==> src/rtl/pipe_ctrl.sv <==
// rtl/pipe_ctrl.sv - stall/flush arbiter and PC redirect holder for the 5-stage RV32I pipeline
// Optional macro PIPE_PERF_CNT_EN adds stall/flush/redirect-wait performance counters.
module pipe_ctrl #(
  parameter int ADDR_WIDTH = 32,
  parameter int CNT_WIDTH  = 32
) (
  input  logic                  clk_in,
  input  logic                  rst_in,
  input  logic                  rdy_in,
  input  logic                  stallreq_if,
  input  logic                  stallreq_id,
  input  logic                  stallreq_ex,
  input  logic                  stallreq_mem,
  input  logic                  branch_req_ex,
  input  logic [ADDR_WIDTH-1:0] branch_target_ex,
  input  logic                  pc_redirect_ack,
  output logic [5:0]            stall,
  output logic                  branch_flag,
  output logic                  pc_redirect_valid,
  output logic [ADDR_WIDTH-1:0] pc_redirect_addr,
  output logic                  if_abort
`ifdef PIPE_PERF_CNT_EN
  ,
  output logic [CNT_WIDTH-1:0]  perf_stall_mem,
  output logic [CNT_WIDTH-1:0]  perf_stall_ex,
  output logic [CNT_WIDTH-1:0]  perf_stall_id,
  output logic [CNT_WIDTH-1:0]  perf_stall_if,
  output logic [CNT_WIDTH-1:0]  perf_flush,
  output logic [CNT_WIDTH-1:0]  perf_redirect_wait
`endif
);

  typedef enum logic {IDLE, PEND} state_t;

  localparam logic [ADDR_WIDTH-1:0] ALIGN_MASK = ~ADDR_WIDTH'(3);

  if (CNT_WIDTH < 1) begin : g_bad_cnt_width
    $error("CNT_WIDTH must be at least 1");
  end

  state_t                  state, state_nxt;
  logic [ADDR_WIDTH-1:0]   addr_q, addr_nxt;
  logic                    abort_q;
  logic                    acc;

  always_comb begin
    stall = 6'b000000;
    if (!rdy_in)           stall = 6'b111111;
    else if (stallreq_mem) stall = 6'b011111;
    else if (stallreq_ex)  stall = 6'b001111;
    else if (stallreq_id)  stall = 6'b000111;
    else if (stallreq_if)  stall = 6'b000011;
  end

  // A branch is only taken when ex_mem can advance; otherwise EX keeps presenting it.
  assign acc         = rdy_in & branch_req_ex & ~stall[3];
  assign branch_flag = acc;

  always_comb begin
    state_nxt = state;
    addr_nxt  = addr_q;
    if (acc) begin
      state_nxt = PEND;
      addr_nxt  = branch_target_ex & ALIGN_MASK;
    end else if (state == PEND && pc_redirect_ack) begin
      state_nxt = IDLE;
    end
  end

  always_ff @(posedge clk_in) begin
    if (!rst_in) begin
      state   <= IDLE;
      addr_q  <= '0;
      abort_q <= 1'b0;
    end else if (rdy_in) begin
      state   <= state_nxt;
      addr_q  <= addr_nxt;
      abort_q <= acc & stallreq_if;
    end
  end

  assign pc_redirect_valid = (state == PEND);
  assign pc_redirect_addr  = addr_q;
  assign if_abort          = abort_q;

`ifdef PIPE_PERF_CNT_EN
  logic win_mem, win_ex, win_id, win_if, wait_cyc;

  assign win_mem  = stallreq_mem;
  assign win_ex   = stallreq_ex & ~stallreq_mem;
  assign win_id   = stallreq_id & ~stallreq_ex & ~stallreq_mem;
  assign win_if   = stallreq_if & ~stallreq_id & ~stallreq_ex & ~stallreq_mem;
  assign wait_cyc = (state == PEND) & ~pc_redirect_ack;

  always_ff @(posedge clk_in) begin
    if (!rst_in) begin
      perf_stall_mem     <= '0;
      perf_stall_ex      <= '0;
      perf_stall_id      <= '0;
      perf_stall_if      <= '0;
      perf_flush         <= '0;
      perf_redirect_wait <= '0;
    end else if (rdy_in) begin
      perf_stall_mem     <= perf_stall_mem + CNT_WIDTH'(win_mem);
      perf_stall_ex      <= perf_stall_ex + CNT_WIDTH'(win_ex);
      perf_stall_id      <= perf_stall_id + CNT_WIDTH'(win_id);
      perf_stall_if      <= perf_stall_if + CNT_WIDTH'(win_if);
      perf_flush         <= perf_flush + CNT_WIDTH'(acc);
      perf_redirect_wait <= perf_redirect_wait + CNT_WIDTH'(wait_cyc);
    end
  end
`endif

endmodule

==> config.mk <==
export PLATFORM = sky130hd
export DESIGN_NAME = pipe_ctrl
export DESIGN_NICKNAME = d
export VERILOG_FILES = /design/src/rtl/pipe_ctrl.sv
export SDC_FILE = /design/constraint.sdc
export NUM_CORES = 1
export LEC_CHECK = 0
export CORE_UTILIZATION = 39
export DETAILED_ROUTE_END_ITERATION = 8
export PLACE_DENSITY = 0.83
export SYNTH_ARGS = -nofsm -noshare
export SYNTH_HDL_FRONTEND = slang
export SYNTH_SLANG_ARGS = --single-unit
==> constraint.sdc <==
create_clock -name clk_in -period 2.6 [get_ports clk_in]
set_input_delay 0.39 -clock clk_in [delete_from_list [all_inputs] [get_ports clk_in]]
set_output_delay 0.39 -clock clk_in [all_outputs]
set_load 0.02 [all_outputs]
# After elaboration in Yosys (flattened, before gate mapping)
# Cells that the tools add are included.
# W data, S select, Z words.
dict set report word_totals {
  elab_cells 18
  in_bits 41
  register_bits 32
}
dict set report classes {
  mux 7
  reduce_logical 4
  bitwise_logic 4
}
# operator count
set op_table {}
lappend op_table {{$mux W6} 2}
lappend op_table {{$mux W4} 1}
lappend op_table {{$reduce_and A2 Y1} 2}
lappend op_table {{$and A1 B1 Y1} 3}
lappend op_table {{$mux W3} 1}
lappend op_table {{$mux W1} 2}
lappend op_table {{$mux W2} 1}
lappend op_table {{$reduce_bool A2 Y1} 1}
lappend op_table {{$logic_and A1 B1 Y1} 1}
lappend op_table {{$not A1 Y1} 1}

# Depth between registers and ports, before layout
# Gate-level depths: netlist (run 1).
dict set report depth {
  ltp_word 9
  depth_mapped 4
}

# Worst setup path after synthesis (run 1)
# OpenSTA, ideal clock, no wires.
dict set report synth_timing {
  kind {input-to-output}
  startpoint {in stallreq_mem}
  endpoint {out stall[1]}
  path_buffers 1
  t_required_ns 2.210
  arrival_time_ns 1.420
  stages 3
  slack_ns 0.790
  cell_sequence {nand2b_1 -> or4_1 -> buf_4}
}
dict set report synth_between {
  elab_chain_cells 2
}
# item line
set synth_rtl {}
lappend synth_rtl {{from (decl)} 13} ;# input logic stallreq_mem,
lappend synth_rtl {{$mux W6} 49} ;# else if (stallreq_mem) stall = 6'b011111;
lappend synth_rtl {{$mux W6} 48} ;# if (!rdy_in) stall = 6'b111111;
lappend synth_rtl {{to (decl)} 17} ;# output logic [5:0] stall,
# No other way between the ends.

# Worst setup path in the final report (run 1)
dict set report layout_timing {
  startpoint {in rdy_in}
  endpoint {out stall[1]}
}
dict set report layout_between {
  elab_chain_cells 1
}
# item line
set layout_rtl {}
lappend layout_rtl {{from (decl)} 9} ;# input logic rdy_in,
lappend layout_rtl {{$mux W6} 48}
# No other way between the ends.

==> results.md, run 1 <==
- Post_cts resized: 0
- Hold-fix buffers, CTS: 0
- Crit path cell chain: clkdlybuf4s50_1, nand2b_1, or4_1, clkdlybuf4s50_1
- Pins Over Slew Limit: 0
- Cell mode on critical path: clkdlybuf4s50_1
- Dominant synthesized flop cell: dfxtp_1
- Hold_sp: pc_redirect_addr[17]
- Total clock buffers created by CTS: 5
- I/O pin cnt: 82
- Vias per cell: 4.59
- Worst r2r path cells: 2
- Fin. Hold Viols: 0
- Power per Cell Area: 432 nW/um2
- Worst setup EP type: primary output
- H-tree Lvls: 2
- Initial antenna violation count: 0
- Crit-path max FO: 4
- Arrival time at the worst endpoint: 2040 ps
- Slew Limit Headroom: 60.0%
- Maximum vdd drop: 0.352 mV
- Ratio of cells with drive above 1 in the final layout: 5.00%
- CTS Root Cell: clkbuf_4
- Setup TNS: 0 ps
- Post CTS Setup Buffer Count: 0
- Top delay family on crit path: buffers and inverters
- Clock buffer depth: 2
- Most frequent cells in the layout: clkdlybuf4s50_1 (76), nand2_1 (60), dfxtp_1 (32), mux2i_1 (30), clkbuf_4 (5)
- Final Wtd Congestion: 0.780
- CP Class: in2out
- Worst Max-Slew Pin Slew: 599 ps
- Post-DP HPWL: 2420 um
- Starting density of the core: 42.5%
- WL/cell: 12.3 um
- Register area share after synthesis: 47.9%
- Setup violators final: 0
- Initial DRC count: 27
- Post-Route WL: 3260 um
- Leakage: 0.775 nW
- Site Rows: 20
- R2R Setup Slk: 1900 ps
- Maxcap violations: 0
- Reg2reg end: pc_redirect_valid
- Commonest non-fill, non-tap cell in the layout: clkdlybuf4s50_1
- Period minus WS final: 2430 ps
- Vias after detailed routing: 1,213
- Core area: 3150 um2
- Total iterations of the first detailed-routing run: 4
- Global-route wire length before repair: 5020 um
- Number of flops mapped to enable cells by yosys: 0
- Worst-path clk slew: 90 ps
- Synth cell types: 18
- Layout area overhead: 59.1%
- Vias in the first global route: 1,178
- Die area: 3670 um2
- Nets: 261
- Die X: 60.6 um
- CTS Sinks: 32
- Insertion delay to the later sink of the worst-skew pair: 320 ps
- Count of state elements after synthesis: 32
- Gr ovfl total: 0
- Die Ht: 60.6 um
- Clk_skew: 0 ps
- Area after DPL: 2080 um2
- # DRC: 0
- Final period util: 93.6%
- CP Launch Point: rdy_in
- Gate Count Post-Synth: 147
- # port buffers: 77
- Worst hold slack: 459 ps
- FFs w/ async S/R, synth: 0%
- Post-route ant nets: 0
- Status: complete, no violations
- Placed insts: 257
- Worst Hold Class: reg2reg
- RR Startpoint: pc_redirect_valid
- GRT Overall Usage: 19.4%
- Endpoint, Worst Hold: pc_redirect_addr[17]
- Worst path required time: 2210 ps
- RSZ-0062 raised after global routing: no
- Overall power: 0.920 mW
- Syn. warnings: 0
- Largest net degree at the start of global routing: 39
- Post-Syn Area: 1340 um2
- Crit-path max cell delay: 570 ps
- Diode count: 0
- Syn avg cell area: 9.11 um2
- Worst setup SP type: input port
- Fin cells: 264
- Clock tree from TritonCTS: built
- Slowest CP cell: clkdlybuf4s50_1
- Buf/Inv on CP: 2
- Post-Layout Inst Area: 2130 um2
- Worst Hold Depth: 2
- F_max: 411 MHz
## registers in the layout, indices dropped and copies added (netlist names)
signal	count
pc_redirect_addr	30
if_abort	1
pc_redirect_valid	1
## metrics by stage
stage	setup WS, ps	utilization, %
global route	118	67.5
global placement	257	66.1
finish	168	67.5
detailed placement	177	66.1
CTS	175	67.5
floorplan	790	-
## layer usage
layer  wire length (um)  track usage (%)  up-vias  part of all wire, %
met4                 82             12.0        0                  2.5
met3                190             5.76        9                  5.8
met5                  0                0        -                    0
met1               1220             17.6      550                   37
met2               1770             37.2       41                   54
li1                   -                -      613                    -
## final cells by class
class / instances / area [um2]
well taps: 44 / 55.1
multi-input cells: 101 / 603
flip-flops and latches: 32 / 641
repair buffers: 79 / 781
fillers: 289 / 1020
clock buffers: 6 / 41.3
clock inverters: 1 / 5.00
inverters: 1 / 3.75
## cells in the mapped netlist (all sizes together), types with 6 or more instances
| cell | number | area share [%] |
|---|---|---|
| clkbuf | 6 | 1.7 |
| dfxtp | 32 | 48 |
| nand2 | 60 | 17 |
| buf | 8 | 5.4 |
| mux2i | 30 | 22 |
## power by group
part | switching [mW] | leakage, nW | internal [mW]
combinational | 0.0663 | 0.488 | 0.0899
sequential | 0.00514 | 0.259 | 0.501
clock | 0.158 | 0.0281 | 0.0995
## how the worst max path moves through the flow
| stage | cells after the start | slack, ps | endpoint |
|---|---|---|---|
| CTS | 4 | 180 | stall[1] |
| global placement | 4 | 260 | stall[0] |
| global route | 4 | 120 | stall[1] |
| floorplan | 3 | 790 | stall[1] |
| detailed placement | 4 | 180 | stall[1] |
| finish | 4 | 170 | stall[1] |
## cell families (layout without fill, tap and decap cells)
kind of cell / after synthesis / after routing / share of synthesized area [%]
AND/OR/NAND/NOR: 66 / 66 / 20.2
flip-flops: 32 / 32 / 47.9
multiplexers: 30 / 30 / 22.4
buffers and inverters: 15 / 87 / 7.38
AO/OA/AOI/OAI: 3 / 3 / 1.87
other: 1 / 2 / 0.280
## tightest hold or removal path: cells and delay by family (launching register included)
kind | cells | cell delay [ps]
mux | 1 | 50
simple gates | 1 | 50
flops | 1 | 320
No activity file was read; power rests on OpenSTA's default activity.
==> run 2, diff against run 1 <==
SETUP_SLACK_MARGIN = 0.2   (was default)
TNS_END_PERCENT = 10   (was default)
==> results.md, run 2 (same netlist as run 1, synthesis figures left out) <==
- Worst-path clk slew: 90 ps (about the same)
- Hold_sp: pc_redirect_addr[17]
- Insertion delay to the later sink of the worst-skew pair: 320 ps (about the same)
- Max reg flops: 30 (unchanged)
- Final period util: 87.4% (-6.2 points)
- Vias per cell: 4.59 (-0.16%)
- GRT Overall Usage: 19.4% (unchanged)
- Post-Route WL: 3260 um (unchanged)
- Setup violators final: 0 (unchanged)
- Worst Hold Depth: 2 (unchanged)
- Site Rows: 20 (unchanged)
- Total iterations of the first detailed-routing run: 4 (unchanged)
- Largest net degree at the start of global routing: 39 (unchanged)
- WL/cell: 12.3 um (unchanged)
- Worst setup SP type: input port
- Endpoint, Worst Hold: pc_redirect_addr[17]
- Nets: 261 (unchanged)
- CTS Sinks: 32 (unchanged)
- Final Wtd Congestion: 0.780 (unchanged)
- Post-route ant nets: 0 (unchanged)
- Fin. Hold Viols: 0 (unchanged)
- Core area: 3150 um2 (unchanged)
- Period minus WS final: 2270 ps (-160 ps)
- Crit-path max FO: 4 (unchanged)
- Worst Hold Class: reg2reg
- Clock tree from TritonCTS: built
- Commonest non-fill, non-tap cell in the layout: clkdlybuf4s50_1
- Arrival time at the worst endpoint: 1880 ps (-160 ps)
- R2R Setup Slk: 1900 ps (about the same)
- Post-DP HPWL: 2420 um (unchanged)
- Gr ovfl total: 0 (unchanged)
- Vias in the first global route: 1,178 (unchanged)
- Clk_skew: 0 ps (unchanged)
- Reg2reg end: pc_redirect_valid
- # port buffers: 77 (unchanged)
- DP Worst Slack: 177 ps (unchanged)
- Maximum vdd drop: 0.352 mV (about the same)
- Starting density of the core: 42.5% (unchanged)
- I/O pin cnt: 82 (unchanged)
- Setup TNS: 0 ps (unchanged)
- Hold-fix buffers, CTS: 0 (unchanged)
- Worst setup EP type: primary output
- Slew Limit Headroom: 60.0% (unchanged)
- Setup slack after layout: 328 ps (+160 ps)
- Initial DRC count: 27 (unchanged)
- Final core occ: 67.6% (about the same)
- Leakage: 0.773 nW (-0.24%)
- Post CTS Setup Buffer Count: 0 (unchanged)
- Die X: 60.6 um (unchanged)
- Most frequent cells in the layout: clkdlybuf4s50_1 (74), nand2_1 (60), dfxtp_1 (32), mux2i_1 (30), clkbuf_4 (5)
- Clock buffer depth: 2 (unchanged)
- Vias after detailed routing: 1,211 (-0.16%)
- Layout area overhead: 59.2% (about the same)
- Die Ht: 60.6 um (unchanged)
- Total clock buffers created by CTS: 5 (unchanged)
- F_max: 440 MHz (+7.0%)
- Worst r2r path cells: 2 (unchanged)
- Ratio of cells with drive above 1 in the final layout: 5.00% (unchanged)
- Power per Cell Area: 432 nW/um2 (about the same)
- CTS Root Cell: clkbuf_4
- Pins Over Slew Limit: 0 (unchanged)
- Global-route wire length before repair: 5020 um (unchanged)
- Status: complete, no violations
- Worst Max-Slew Pin Slew: 599 ps (unchanged)
- Diode count: 0 (unchanged)
- Worst path required time: 2210 ps (about the same)
- CP Class: in2out
- Maxcap violations: 0 (unchanged)
- RSZ-0062 raised after global routing: no
- Initial antenna violation count: 0 (unchanged)
- Die area: 3670 um2 (unchanged)
- H-tree Lvls: 2 (unchanged)
- RR Startpoint: pc_redirect_valid
- # DRC: 0 (unchanged)
run 2: final cells by class:
type / instances / area (um2)
flip-flops and latches: 32 / 641
inverters: 1 / 3.75
fillers: 289 / 1020
multi-input cells: 101 / 603
clock inverters: 1 / 5.00
clock buffers: 6 / 41.3
well taps: 44 / 55.1
repair buffers: 79 / 782
run 2: worst max-delay path by stage:
| stage | startpoint | slack, ps | endpoint |
|---|---|---|---|
| 3_3_place_gp | rdy_in | 260 | stall[0] |
| 2_1_floorplan | stallreq_mem | 790 | stall[1] |
| 5_1_grt | rdy_in | 270 | stall[2] |
| 4_1_cts | rdy_in | 190 | stall[0] |
| 3_5_place_dp | rdy_in | 180 | stall[1] |
| 6_report | rdy_in | 330 | stall[2] |
run 2: power breakdown:
part	leakage, nW	switching, mW	internal [mW]
Sequential	0.259	0.00514	0.501
Clock	0.0281	0.158	0.0995
Combinational	0.486	0.0663	0.0897
Total	0.773	0.230	0.690
run 2: worst max-delay path: stages:
cell,delay [ps]
clkdlybuf4s50_1,520
nand2b_1,110
or3_1,310
clkdlybuf4s50_1,550
run 2: through the flow:
| step | hold slack, ps | power, mW | instances | instance area [um2] |
|---|---|---|---|---|
| after detailed placement | 449 | 0.674 | 257 | 2080 |
| final | 459 | 0.919 | 264 | 2130 |
| after global routing | 484 | 0.969 | 264 | 2130 |
| after global placement | 441 | 0.669 | 257 | 2080 |
| after floorplan | 532 | 0.587 | 148 | 1340 |
| after CTS | 463 | 0.932 | 264 | 2130 |
run 2: metal layers:
layer / routed length [um] / global-route usage (%) / share of wire (%) / vias up
met2: 1770 / 37.2 / 54 / 41
met4: 82 / 12.0 / 2.5 / 0
li1: - / - / - / 613
met3: 190 / 5.76 / 5.8 / 9
met5: 0 / 0 / 0 / -
met1: 1220 / 17.6 / 37 / 548
run 2: repair_timing:
item | CTS | global route
gates resized for setup | 1 | 1
pin swaps | 0 | 0
setup endpoints to repair | 2 | 1
endpoints found under the hold margin | 0 | 0
cloned | 0 | 0
